[src/rtl/atm_session_driver_if.sv]
// Host-side command/response bus of atm_session_driver.
// The host drives the master modport; the driver sits on the slave modport.
interface atm_session_driver_if;
   logic        cmd_valid;
   logic        cmd_ready;
   logic [7:0]  cmd_card;
   logic [15:0] cmd_pin;
   logic [1:0]  cmd_op;
   logic [15:0] cmd_amount;
   logic [15:0] cmd_new_pin;
   logic        rsp_valid;
   logic        rsp_ready;
   logic [1:0]  rsp_code;
   logic [15:0] rsp_balance;
   logic [7:0]  rsp_error;

   modport master (
      output cmd_valid, cmd_card, cmd_pin, cmd_op, cmd_amount, cmd_new_pin, rsp_ready,
      input  cmd_ready, rsp_valid, rsp_code, rsp_balance, rsp_error
   );

   modport slave (
      input  cmd_valid, cmd_card, cmd_pin, cmd_op, cmd_amount, cmd_new_pin, rsp_ready,
      output cmd_ready, rsp_valid, rsp_code, rsp_balance, rsp_error
   );
endinterface

[src/rtl/atm_session_driver.sv]
// Replays one host command as a card/PIN/request/done session on the ATM core.
// Define ATM_SESSION_STATS_EN to add saturating stat_ok/stat_fail counters.
module atm_session_driver #(
   parameter int unsigned SETTLE_CYC  = 2,
   parameter int unsigned TIMEOUT_CYC = 64,
   parameter logic [7:0]  AUTH_STATE  = 8'h02,
   parameter logic [7:0]  LOCK_STATE  = 8'h05
) (
   input  logic                   clk,
   input  logic                   rst_n,
   atm_session_driver_if.slave    host,
   input  logic [7:0]             atm_state,
   input  logic [15:0]            atm_balance,
   input  logic                   atm_success,
   input  logic [7:0]             atm_error,
   output logic                   card_inserted,
   output logic [7:0]             card_number_input,
   output logic [15:0]            pin_input,
   output logic                   balance_req,
   output logic                   withdrawal_req,
   output logic                   deposit_req,
   output logic                   pin_change_req,
   output logic [15:0]            amount,
   output logic                   transaction_done,
   output logic                   busy
`ifdef ATM_SESSION_STATS_EN
   ,
   output logic [15:0]            stat_ok,
   output logic [15:0]            stat_fail
`endif
);

   localparam int unsigned TMO_W       = $clog2(TIMEOUT_CYC + 1);
   localparam logic [3:0]  SETTLE_LAST = 4'(SETTLE_CYC - 1);
   localparam logic [TMO_W-1:0] TMO_LAST = TMO_W'(TIMEOUT_CYC - 1);
   localparam logic [TMO_W-1:0] TMO_MAX  = TMO_W'(TIMEOUT_CYC);

   typedef enum logic [2:0] {
      S_IDLE, S_INSERT, S_PIN, S_REQ, S_WAIT, S_DONE, S_EJECT, S_RESP
   } state_e;

   typedef enum logic [1:0] {
      RSP_OK        = 2'd0,
      RSP_REJECTED  = 2'd1,
      RSP_AUTH_FAIL = 2'd2,
      RSP_TIMEOUT   = 2'd3
   } rsp_code_e;

   typedef struct packed {
      logic [7:0]  card;
      logic [15:0] pin;
      logic [1:0]  op;
      logic [15:0] amount;
      logic [15:0] new_pin;
   } cmd_t;

   state_e           state_q, state_d;
   cmd_t             cmd_q, cmd_d;
   logic [3:0]       settle_q, settle_d;
   logic [TMO_W-1:0] tmo_q, tmo_d;
   rsp_code_e        code_q, code_d;
   logic [15:0]      rsp_bal_q, rsp_bal_d;
   logic [7:0]       rsp_err_q, rsp_err_d;

   logic             card_ins_q, card_ins_d;
   logic [7:0]       card_num_q, card_num_d;
   logic [15:0]      pin_q, pin_d;
   logic             bal_req_q, bal_req_d;
   logic             wd_req_q, wd_req_d;
   logic             dep_req_q, dep_req_d;
   logic             pc_req_q, pc_req_d;
   logic [15:0]      amount_q, amount_d;
   logic             done_q, done_d;
   logic             rsp_valid_q, rsp_valid_d;
   logic             cmd_ready_q, cmd_ready_d;
   logic             busy_q, busy_d;

`ifdef ATM_SESSION_STATS_EN
   logic [15:0]      stat_ok_q, stat_ok_d;
   logic [15:0]      stat_fail_q, stat_fail_d;
`endif

   logic accept;
   logic timeout;
   logic rsp_hs;

   assign accept  = host.cmd_valid && cmd_ready_q;
   assign timeout = (tmo_q == TMO_LAST);
   assign rsp_hs  = (state_q == S_RESP) && host.rsp_ready;

   always_comb begin
      // NOTE: every signal gets a default first so no path leaves it unassigned (no latches).
      state_d   = state_q;
      cmd_d     = cmd_q;
      settle_d  = settle_q;
      tmo_d     = '0;
      code_d    = code_q;
      rsp_bal_d = rsp_bal_q;
      rsp_err_d = rsp_err_q;

      // The counter only runs while waiting, so it reads zero on entry to PIN and WAIT.
      if (state_q == S_PIN || state_q == S_WAIT) begin
         tmo_d = (tmo_q == TMO_MAX) ? tmo_q : tmo_q + 1'b1;
      end

      case (state_q)
         S_IDLE: begin
            if (accept) begin
               cmd_d     = '{card:    host.cmd_card,
                             pin:     host.cmd_pin,
                             op:      host.cmd_op,
                             amount:  host.cmd_amount,
                             new_pin: host.cmd_new_pin};
               settle_d  = '0;
               code_d    = RSP_OK;
               rsp_bal_d = '0;
               rsp_err_d = '0;
               state_d   = S_INSERT;
            end
         end
         S_INSERT: begin
            if (settle_q == SETTLE_LAST) state_d = S_PIN;
            else                         settle_d = settle_q + 4'd1;
         end
         S_PIN: begin
            if (atm_state == LOCK_STATE || atm_error != 8'h00) begin
               code_d    = RSP_AUTH_FAIL;
               rsp_bal_d = atm_balance;
               rsp_err_d = atm_error;
               state_d   = S_EJECT;
            end else if (atm_state == AUTH_STATE) begin
               state_d = S_REQ;
            end else if (timeout) begin
               code_d    = RSP_TIMEOUT;
               rsp_bal_d = atm_balance;
               rsp_err_d = atm_error;
               state_d   = S_EJECT;
            end
         end
         S_REQ: state_d = S_WAIT;
         S_WAIT: begin
            if (atm_success || atm_error != 8'h00 || timeout) begin
               // Success wins over a simultaneous error.
               if (atm_success)              code_d = RSP_OK;
               else if (atm_error != 8'h00)  code_d = RSP_REJECTED;
               else                          code_d = RSP_TIMEOUT;
               rsp_bal_d = atm_balance;
               rsp_err_d = atm_error;
               state_d   = S_DONE;
            end
         end
         S_DONE:  state_d = S_EJECT;
         S_EJECT: state_d = S_RESP;
         S_RESP:  if (host.rsp_ready) state_d = S_IDLE;
         default: state_d = S_IDLE;
      endcase

      // Outputs are decoded from the next state so they are registered yet aligned with it.
      card_ins_d  = state_d inside {S_INSERT, S_PIN, S_REQ, S_WAIT, S_DONE};
      card_num_d  = card_ins_d ? cmd_d.card : 8'h00;
      pin_d       = 16'h0000;
      if (state_d == S_PIN) begin
         pin_d = cmd_d.pin;
      end else if (state_d inside {S_REQ, S_WAIT, S_DONE}) begin
         pin_d = (cmd_d.op == 2'd3) ? cmd_d.new_pin : cmd_d.pin;
      end
      amount_d    = (state_d inside {S_REQ, S_WAIT, S_DONE}) ? cmd_d.amount : 16'h0000;
      bal_req_d   = (state_d == S_REQ) && (cmd_d.op == 2'd0);
      wd_req_d    = (state_d == S_REQ) && (cmd_d.op == 2'd1);
      dep_req_d   = (state_d == S_REQ) && (cmd_d.op == 2'd2);
      pc_req_d    = (state_d == S_REQ) && (cmd_d.op == 2'd3);
      done_d      = (state_d == S_DONE);
      rsp_valid_d = (state_d == S_RESP);
      cmd_ready_d = (state_d == S_IDLE);
      busy_d      = (state_d != S_IDLE);

`ifdef ATM_SESSION_STATS_EN
      stat_ok_d   = stat_ok_q;
      stat_fail_d = stat_fail_q;
      if (rsp_hs) begin
         if (code_q == RSP_OK) begin
            if (stat_ok_q != 16'hFFFF) stat_ok_d = stat_ok_q + 16'd1;
         end else begin
            if (stat_fail_q != 16'hFFFF) stat_fail_d = stat_fail_q + 16'd1;
         end
      end
`endif
   end

   always_ff @(posedge clk or negedge rst_n) begin
      if (!rst_n) begin
         // NOTE: every register is reset so the core sees a card-out, request-free bus immediately.
         state_q     <= S_IDLE;
         cmd_q       <= '0;
         settle_q    <= '0;
         tmo_q       <= '0;
         code_q      <= RSP_OK;
         rsp_bal_q   <= '0;
         rsp_err_q   <= '0;
         card_ins_q  <= 1'b0;
         card_num_q  <= '0;
         pin_q       <= '0;
         bal_req_q   <= 1'b0;
         wd_req_q    <= 1'b0;
         dep_req_q   <= 1'b0;
         pc_req_q    <= 1'b0;
         amount_q    <= '0;
         done_q      <= 1'b0;
         rsp_valid_q <= 1'b0;
         cmd_ready_q <= 1'b1;
         busy_q      <= 1'b0;
`ifdef ATM_SESSION_STATS_EN
         stat_ok_q   <= '0;
         stat_fail_q <= '0;
`endif
      end else begin
         // NOTE: non-blocking assignments so every flop samples pre-edge values.
         state_q     <= state_d;
         cmd_q       <= cmd_d;
         settle_q    <= settle_d;
         tmo_q       <= tmo_d;
         code_q      <= code_d;
         rsp_bal_q   <= rsp_bal_d;
         rsp_err_q   <= rsp_err_d;
         card_ins_q  <= card_ins_d;
         card_num_q  <= card_num_d;
         pin_q       <= pin_d;
         bal_req_q   <= bal_req_d;
         wd_req_q    <= wd_req_d;
         dep_req_q   <= dep_req_d;
         pc_req_q    <= pc_req_d;
         amount_q    <= amount_d;
         done_q      <= done_d;
         rsp_valid_q <= rsp_valid_d;
         cmd_ready_q <= cmd_ready_d;
         busy_q      <= busy_d;
`ifdef ATM_SESSION_STATS_EN
         stat_ok_q   <= stat_ok_d;
         stat_fail_q <= stat_fail_d;
`endif
      end
   end

   assign card_inserted     = card_ins_q;
   assign card_number_input = card_num_q;
   assign pin_input         = pin_q;
   assign balance_req       = bal_req_q;
   assign withdrawal_req    = wd_req_q;
   assign deposit_req       = dep_req_q;
   assign pin_change_req    = pc_req_q;
   assign amount            = amount_q;
   assign transaction_done  = done_q;
   assign busy              = busy_q;

   assign host.cmd_ready    = cmd_ready_q;
   assign host.rsp_valid    = rsp_valid_q;
   assign host.rsp_code     = code_q;
   assign host.rsp_balance  = rsp_bal_q;
   assign host.rsp_error    = rsp_err_q;

`ifdef ATM_SESSION_STATS_EN
   assign stat_ok   = stat_ok_q;
   assign stat_fail = stat_fail_q;
`endif

endmodule

[src/flat_wrapper.sv]
// flat-port wrapper written by rule: the top's interface ports become plain ports
module atm_session_driver_flat 
#(
   parameter int unsigned SETTLE_CYC  = 2,
   parameter int unsigned TIMEOUT_CYC = 64,
   parameter logic [7:0]  AUTH_STATE  = 8'h02,
   parameter logic [7:0]  LOCK_STATE  = 8'h05
)
  (clk, rst_n, atm_state, atm_balance, atm_success, atm_error, card_inserted, card_number_input, pin_input, balance_req, withdrawal_req, deposit_req, pin_change_req, amount, transaction_done, busy, host_cmd_valid, host_cmd_card, host_cmd_pin, host_cmd_op, host_cmd_amount, host_cmd_new_pin, host_rsp_ready, host_cmd_ready, host_rsp_valid, host_rsp_code, host_rsp_balance, host_rsp_error);
  atm_session_driver_if host_i ();
  input  logic clk;
  input  logic rst_n;
  input  logic [7:0] atm_state;
  input  logic [15:0] atm_balance;
  input  logic atm_success;
  input  logic [7:0] atm_error;
  output logic card_inserted;
  output logic [7:0] card_number_input;
  output logic [15:0] pin_input;
  output logic balance_req;
  output logic withdrawal_req;
  output logic deposit_req;
  output logic pin_change_req;
  output logic [15:0] amount;
  output logic transaction_done;
  output logic busy;
  input wire logic [$bits(host_i.cmd_valid)-1:0] host_cmd_valid;
  input wire logic [$bits(host_i.cmd_card)-1:0] host_cmd_card;
  input wire logic [$bits(host_i.cmd_pin)-1:0] host_cmd_pin;
  input wire logic [$bits(host_i.cmd_op)-1:0] host_cmd_op;
  input wire logic [$bits(host_i.cmd_amount)-1:0] host_cmd_amount;
  input wire logic [$bits(host_i.cmd_new_pin)-1:0] host_cmd_new_pin;
  input wire logic [$bits(host_i.rsp_ready)-1:0] host_rsp_ready;
  output wire logic [$bits(host_i.cmd_ready)-1:0] host_cmd_ready;
  output wire logic [$bits(host_i.rsp_valid)-1:0] host_rsp_valid;
  output wire logic [$bits(host_i.rsp_code)-1:0] host_rsp_code;
  output wire logic [$bits(host_i.rsp_balance)-1:0] host_rsp_balance;
  output wire logic [$bits(host_i.rsp_error)-1:0] host_rsp_error;
  assign host_i.cmd_valid = host_cmd_valid;
  assign host_i.cmd_card = host_cmd_card;
  assign host_i.cmd_pin = host_cmd_pin;
  assign host_i.cmd_op = host_cmd_op;
  assign host_i.cmd_amount = host_cmd_amount;
  assign host_i.cmd_new_pin = host_cmd_new_pin;
  assign host_i.rsp_ready = host_rsp_ready;
  assign host_cmd_ready = host_i.cmd_ready;
  assign host_rsp_valid = host_i.rsp_valid;
  assign host_rsp_code = host_i.rsp_code;
  assign host_rsp_balance = host_i.rsp_balance;
  assign host_rsp_error = host_i.rsp_error;
  atm_session_driver #(.SETTLE_CYC(SETTLE_CYC), .TIMEOUT_CYC(TIMEOUT_CYC), .AUTH_STATE(AUTH_STATE), .LOCK_STATE(LOCK_STATE)) u_core (.clk(clk), .rst_n(rst_n), .host(host_i), .atm_state(atm_state), .atm_balance(atm_balance), .atm_success(atm_success), .atm_error(atm_error), .card_inserted(card_inserted), .card_number_input(card_number_input), .pin_input(pin_input), .balance_req(balance_req), .withdrawal_req(withdrawal_req), .deposit_req(deposit_req), .pin_change_req(pin_change_req), .amount(amount), .transaction_done(transaction_done), .busy(busy));
endmodule
[config.mk]
export PLATFORM = sky130hd
export DESIGN_NAME = atm_session_driver_flat
export DESIGN_NICKNAME = d
export VERILOG_FILES = /design/src/rtl/atm_session_driver_if.sv /design/src/rtl/atm_session_driver.sv /design/src/flat_wrapper.sv
export SDC_FILE = /design/constraint.sdc
export NUM_CORES = 1
export LEC_CHECK = 0
export ABC_CLOCK_PERIOD_IN_PS = 4960
export CAP_MARGIN = 10
export CELL_PAD_IN_SITES_DETAIL_PLACEMENT = 1
export CELL_PAD_IN_SITES_GLOBAL_PLACEMENT = 1
export CORE_MARGIN = 10
export CORE_UTILIZATION = 40
export DETAILED_ROUTE_END_ITERATION = 8
export HOLD_SLACK_MARGIN = 0.06
export PLACE_DENSITY_LB_ADDON = 0.2
export REMOVE_ABC_BUFFERS = 1
export SLEW_MARGIN = 20
export SYNTH_ARGS = -nofsm -noshare
export SYNTH_HDL_FRONTEND = slang
export SYNTH_SLANG_ARGS = --single-unit
export TNS_END_PERCENT = 20
[constraint.sdc]
create_clock -name clk -period 4.96 [get_ports clk]
set_clock_uncertainty 0.1 [all_clocks]
set_input_delay 1.24 -clock clk [delete_from_list [all_inputs] [get_ports clk]]
set_output_delay 1.24 -clock clk [all_outputs]
set_load 0.02 [all_outputs]
==> results of run 1 <==
-- layer usage --
layer | vias up | part of all wire
li1 | 1888 | -
met1 | 2066 | 0.44
met2 | 139 | 0.45
met3 | 16 | 0.098
met4 | 0 | 0.011
met5 | - | 0
-- how the worst min path moves through the flow --
stage | end | slack [ns] | cells after the start
2_1_floorplan | u_core.cmd_q[20] | 0.37 | 1
3_3_place_gp | u_core.cmd_q[30] | 0.37 | 1
3_5_place_dp | u_core.cmd_q[25] | 0.38 | 1
4_1_cts | u_core.cmd_q[25] | 0.39 | 1
5_1_grt | u_core.cmd_q[42] | 0.41 | 1
6_report | u_core.cmd_q[57] | 0.39 | 1
-- sequential cells by signal, summed over array words and instances, names as in the netlist, 2 cells and up --
register / flops
u_core.cmd_q: 58
u_core.amount: 16
u_core.host.rsp_balance: 16
u_core.pin_input: 16
u_core.card_number_input: 8
u_core.host.rsp_error: 8
u_core.tmo_q: 7
u_core.settle_q: 4
u_core.state_q: 3
u_core.host.rsp_code: 2
-- placed cells by master (no fill, tap or decap), types with 3 or more instances in the layout --
cell type	count
nor2_1	16
mux2_2	60
nand4_1	3
nor3_1	4
nor2b_1	12
ha_1	4
nor4_1	3
clkinvlp_4	3
inv_1	25
clkinv_4	3
nand2_1	28
clkdlybuf4s50_1	168
clkbuf_16	17
buf_4	5
o21ai_0	9
xor2_1	4
a21oi_1	6
a22o_1	8
mux2i_1	18
a32o_1	15
dfrtp_1	146
nand3_1	7
and2_1	19
-- layout make-up --
| class | count | area, sq um |
|---|---|---|
| fillers | 1491 | 6140 |
| clock buffers | 21 | 460 |
| repair buffers | 174 | 1730 |
| multi-input cells | 252 | 2020 |
| clock inverters | 11 | 128 |
| inverters | 25 | 93.8 |
| flip-flops and latches | 147 | 3680 |
| well taps | 184 | 230 |
-- cells by family after synthesis --
family | after synthesis | synth area share
compound gates | 55 | 0.0749
xor+xnor | 6 | 0.00894
fa+ha+maj | 4 | 0.00852
buf+inv | 44 | 0.0343
flops | 147 | 0.626
mux | 78 | 0.146
simple gates | 109 | 0.102
-- per-stage QoR --
stage               area (sq um)  TNS [ns]  setup WS, ns  total power, mW  std cells
floorplan                   5770    -10.77        -0.680             2.70        424
global placement            7740         0         0.692             3.37        782
detailed placement          7740         0         0.905             3.44        782
CTS                         8330         0          1.36             4.74        814
global route                8340         0          1.12             4.98        814
finish                      8340         0          1.30             4.68        814
-- power by group through the flow --
stage / Clock (mW) / Combinational, mW / Sequential (mW)
after floorplan: 0 / 0.745 / 1.96
final: 1.27 / 1.61 / 1.80
after CTS: 1.30 / 1.64 / 1.80
after global placement: 0 / 1.58 / 1.79
after global routing: 1.36 / 1.77 / 1.85
after detailed placement: 0 / 1.63 / 1.81
==> metrics.yaml, run 1 <==
status: "completed"
p_seq_frac: 0.384
drive_above_1_share: 0.178
period_share: 0.739
io_pins: 170
crit_path_start: "atm_error[1]"
dr.pass1.iters: 4
maxCapViolCount: 0
syn_to_final_growth_pct: 41.9
via_per_inst: 5.05
switching_share: 0.336
synth_flop_cell: "dfrtp_1"
vias: 4109
hold_viol_final: 0
p_comb_frac: 0.345
routed_wirelength_um: 16100
clkPwrFrac: 0.271
cts_tree: "built"
core_area_sq_mm: 0.0145
yosysMostFrequentCell: "dfrtp_1"
hold_ws_ns: 0.390
cp_slowest_stage_delay_ns: 0.58
cp_top_family: "compound AO/OA/AOI/OAI gates"
crit_chain: "clkdlybuf4s50_1, nor4_1, a311oi_1, a2111oi_0, and2_2, o2bb2ai_2, a32o_1"
grt_max_degree: 80
peakVddDrop_mv: 0.300
grtUsageMet2: 0.249
netlist.area_leader.share: 0.622
r2r_end: "u_core.pin_input[3]"
grt_setup_unrepaired: "false"
synth_top_area_cell: "dfrtp_1"
drtIter0Drc: 188
avgSynthCellArea_sq_um: 13.3
power.switching_mw: 1.57
die_w_um: 141
critPathLaunchType: "input pin"
ys_ff_latch: 147
layout.nets: 716
setup_viol: 0
port_buffers: 169
root_buffer: "clkbuf_16"
rrSetupSlack_ns: 1.81
hold_path_startpoint: "u_core.cmd_q[57]"
grt_usage: 0.164
cts_buffers: 17
crit_end: "u_core.pin_input[3]"
clock-sinks: 147
dieArea_sq_mm: 0.0199
fmax_mhz: 273
ctsHtreeMaxLevel: 4
drv_slew: 0
critPathKind: "in -> reg"
start_util: 0.406
clk_latency_ns: 0.42
async_reset_ff_frac: 1.00
cp.depth: 7
post_cts.repair.setup_buffers: 0
power.internal_mw: 3.11
reg2regPathDepth: 7
cp.buffers_inverters: 1
endpoint_kind: "register"
gr-usage-met1: 0.200
postRouteAntennaNets: 0
synth_cell_types: 50
post-route-util: 0.576
antenna_found_initial: 0
power.leakage_nw: 3.79
synth-warning-count: 0
cts_resized: 0
dp_hpwl_um: 11400
fp-row-count: 44
wl_per_cell_um: 19.8
synth_edf_count: 0
synth_common_cells: "dfrtp_1, mux2_2, nand2_1, inv_1, and2_1"
antenna_cells: 0
worst_pin_slew_ns: 0.964
syn-cell-area_sq_mm: 0.00588
grt_pass1_wl_um: 25800
drcViolationCount: 0
cts_hold_buffers: 0
cp.required_ns: 5.21
grt_pass1_vias: 4653
fin_crit_ns: 3.66
gp_congestion: 0.821
crit_fanout: 15
reg2reg_from: "u_core.state_q[0]"
arrival_ns: 3.91
powerDensity_mw_per_mm2: 561
slew_headroom: 0.358
dieHeight_um: 141
use_met3: 0.0840
busiest_layer: "met2"
max-clock-path-buffers: 2
ys_seq_area_frac: 0.626
synth_area_leaders: "dfrtp_1, mux2_2, mux2i_1, a32o_1, and2_1"
syn_inst: 443
cts.clk_slew.worst_paths_ns: 0.06
grt_overflow: 0
cp_slowest_cell: "a2111oi_0"
hp-class: "reg -> reg"
Note: power is estimated with default switching activity, not from simulation.
==> run 2: changes to the inputs <==
--- a/config.mk
+++ b/config.mk
@@ -5,12 +5,12 @@
 export SDC_FILE = /design/constraint.sdc
 export NUM_CORES = 1
 export LEC_CHECK = 0
-export ABC_CLOCK_PERIOD_IN_PS = 4960
+export ABC_CLOCK_PERIOD_IN_PS = 3600
 export CAP_MARGIN = 10
 export CELL_PAD_IN_SITES_DETAIL_PLACEMENT = 1
 export CELL_PAD_IN_SITES_GLOBAL_PLACEMENT = 1
 export CORE_MARGIN = 10
-export CORE_UTILIZATION = 40
+export CORE_UTILIZATION = 38
 export DETAILED_ROUTE_END_ITERATION = 8
 export HOLD_SLACK_MARGIN = 0.06
 export PLACE_DENSITY_LB_ADDON = 0.2
==> constraint.sdc (replaced) <==
create_clock -name clk -period 3.6 [get_ports clk]
set_clock_uncertainty 0.1 [all_clocks]
set_input_delay 0.9 -clock clk [delete_from_list [all_inputs] [get_ports clk]]
set_output_delay 0.9 -clock clk [all_outputs]
set_load 0.02 [all_outputs]
==> run 2 against run 1 <==
Compared with the run above:
- register-to-register slack got worse by 0.83 ns
- highest routed layer unchanged
- non-clock buffer count grew 5
- hold slack is essentially flat
- critical path type unchanged
- cell count grew 1.1%
- clock power up 54%
- sequential share of layout area fell by 0.77 points
- combinational power rose by 42%
- sequential power up 38%
- final area increased by 1.8%
- via count is 1.6% higher
- total power increased by 43%
- largest power group unchanged
- setup slack lost 0.85 ns
==> metrics.yaml, run 2 (synthesized netlist as in run 1, its figures left out) <==
gp_congestion: 0.818
grt_setup_unrepaired: "false"
post-place-cells: 791
grt_usage: 0.161
critPathLaunchType: "input pin"
postRouteAntennaNets: 0
wl_per_cell_um: 19.7
finalPower_mw: 6.72
n_fill_cell: 1518
cp.depth: 8
period_share: 0.877
use_met3: 0.0830
drive_above_1_share: 0.184
cts_buffers: 17
dp_hpwl_um: 11700
powerDensity_mw_per_mm2: 791
dieArea_sq_mm: 0.0208
maxCapViolCount: 0
crit_path_start: "atm_error[5]"
port_buffers: 169
hold_ws_ns: 0.390
status: "completed"
layout.cells.non_filler: 823
antenna_found_initial: 0
antenna_cells: 0
rrSetupSlack_ns: 0.98
core_area_sq_mm: 0.0152
clock-sinks: 147
cts_tree: "built"
crit_chain: "clkdlybuf4s50_1, nor4_2, a311oi_1, a2111oi_0, and2_2, o2bb2ai_2, buf_12, a32o_1"
peakVddDrop_mv: 0.405
cp_slowest_stage_delay_ns: 0.55
r2r_end: "u_core.pin_input[13]"
cp_top_family: "compound AO/OA/AOI/OAI gates"
cts_resized: 0
fin_crit_ns: 3.16
reg2regPathDepth: 8
post_cts.repair.setup_buffers: 0
cp_slowest_cell: "a2111oi_0"
cts.clk_slew.worst_paths_ns: 0.06
grtUsageMet2: 0.242
routed_wirelength_um: 16200
holdPathStages: 1
cp.buffers_inverters: 2
start_util: 0.387
top_register: "u_core.cmd_q"
vias: 4176
grt_pass1_wl_um: 25600
worst_slack_ns: 0.443
largest_register_ffs: 58
die_w_um: 144
dp_slack_ns: 0.0481
grt_max_degree: 83
max-clock-path-buffers: 2
via_per_inst: 5.07
setup_viol: 0
critPathKind: "in -> reg"
final_common_cell: "clkdlybuf4s50_1"
fmax_mhz: 317
drtIter0Drc: 219
busiest_layer: "met2"
io_pins: 170
hp-class: "reg -> reg"
cts_hold_buffers: 0
hold_viol_final: 0
drcViolationCount: 0
arrival_ns: 3.40
reg2reg_from: "u_core.settle_q[1]"
dieHeight_um: 144
cp.required_ns: 3.85
slew_headroom: 0.471
clk_latency_ns: 0.41
fp-row-count: 45
crit_fanout: 15
endpoint_kind: "register"
crit_end: "u_core.pin_input[13]"
grt_pass1_vias: 4714
grt_overflow: 0
worst_pin_slew_ns: 0.789
gr-usage-met1: 0.193
drv_slew: 0
syn_to_final_growth_pct: 44.5
root_buffer: "clkbuf_16"
layout.nets: 721
dr.pass1.iters: 4
most-common-layout-cells: "clkdlybuf4s50_1, dfrtp_1, mux2_2"
ctsHtreeMaxLevel: 4
power.leakage_nw: 3.87
run 2: worst min-delay path by stage:
stage	start	to	slack [ns]
after floorplan	u_core.cmd_q[20]	u_core.cmd_q[20]	0.37
after global placement	u_core.cmd_q[22]	u_core.cmd_q[22]	0.37
after detailed placement	u_core.cmd_q[18]	u_core.cmd_q[18]	0.38
after CTS	u_core.cmd_q[18]	u_core.cmd_q[18]	0.39
after global routing	u_core.cmd_q[28]	u_core.cmd_q[28]	0.40
final	u_core.cmd_q[24]	u_core.cmd_q[24]	0.39
run 2: routing by layer:
layer,vias to the layer above,part of all wire
li1,1893,-
met1,2115,0.43
met2,153,0.44
met3,15,0.11
met4,0,0.013
met5,-,0
run 2: layout make-up:
cell class              instances  area, sq um  area share
clock inverters                13          204      0.0240
inverters                      25         93.8      0.0111
flip-flops and latches        147         3680       0.433
well taps                     188          235      0.0277
multi-input cells             252         2010       0.236
repair buffers                179         1820       0.214
clock buffers                  19          453      0.0534
run 2: power by group:
part	switching, mW	internal [mW]	leakage (nW)
clock network	0.684	1.27	0.324
logic	1.20	1.09	1.56
registers	0.286	2.19	1.99
run 2: metrics by stage:
| step | utilization | TNS (ns) | instance area, sq um |
|---|---|---|---|
| 6_report | 0.558 | 0 | 8490 |
| 5_1_grt | 0.558 | 0 | 8490 |
| 4_1_cts | 0.558 | 0 | 8490 |
| 3_5_place_dp | 0.515 | 0 | 7830 |
| 3_3_place_gp | 0.515 | 0 | 7830 |
| 2_1_floorplan | - | -69.02 | 5770 |
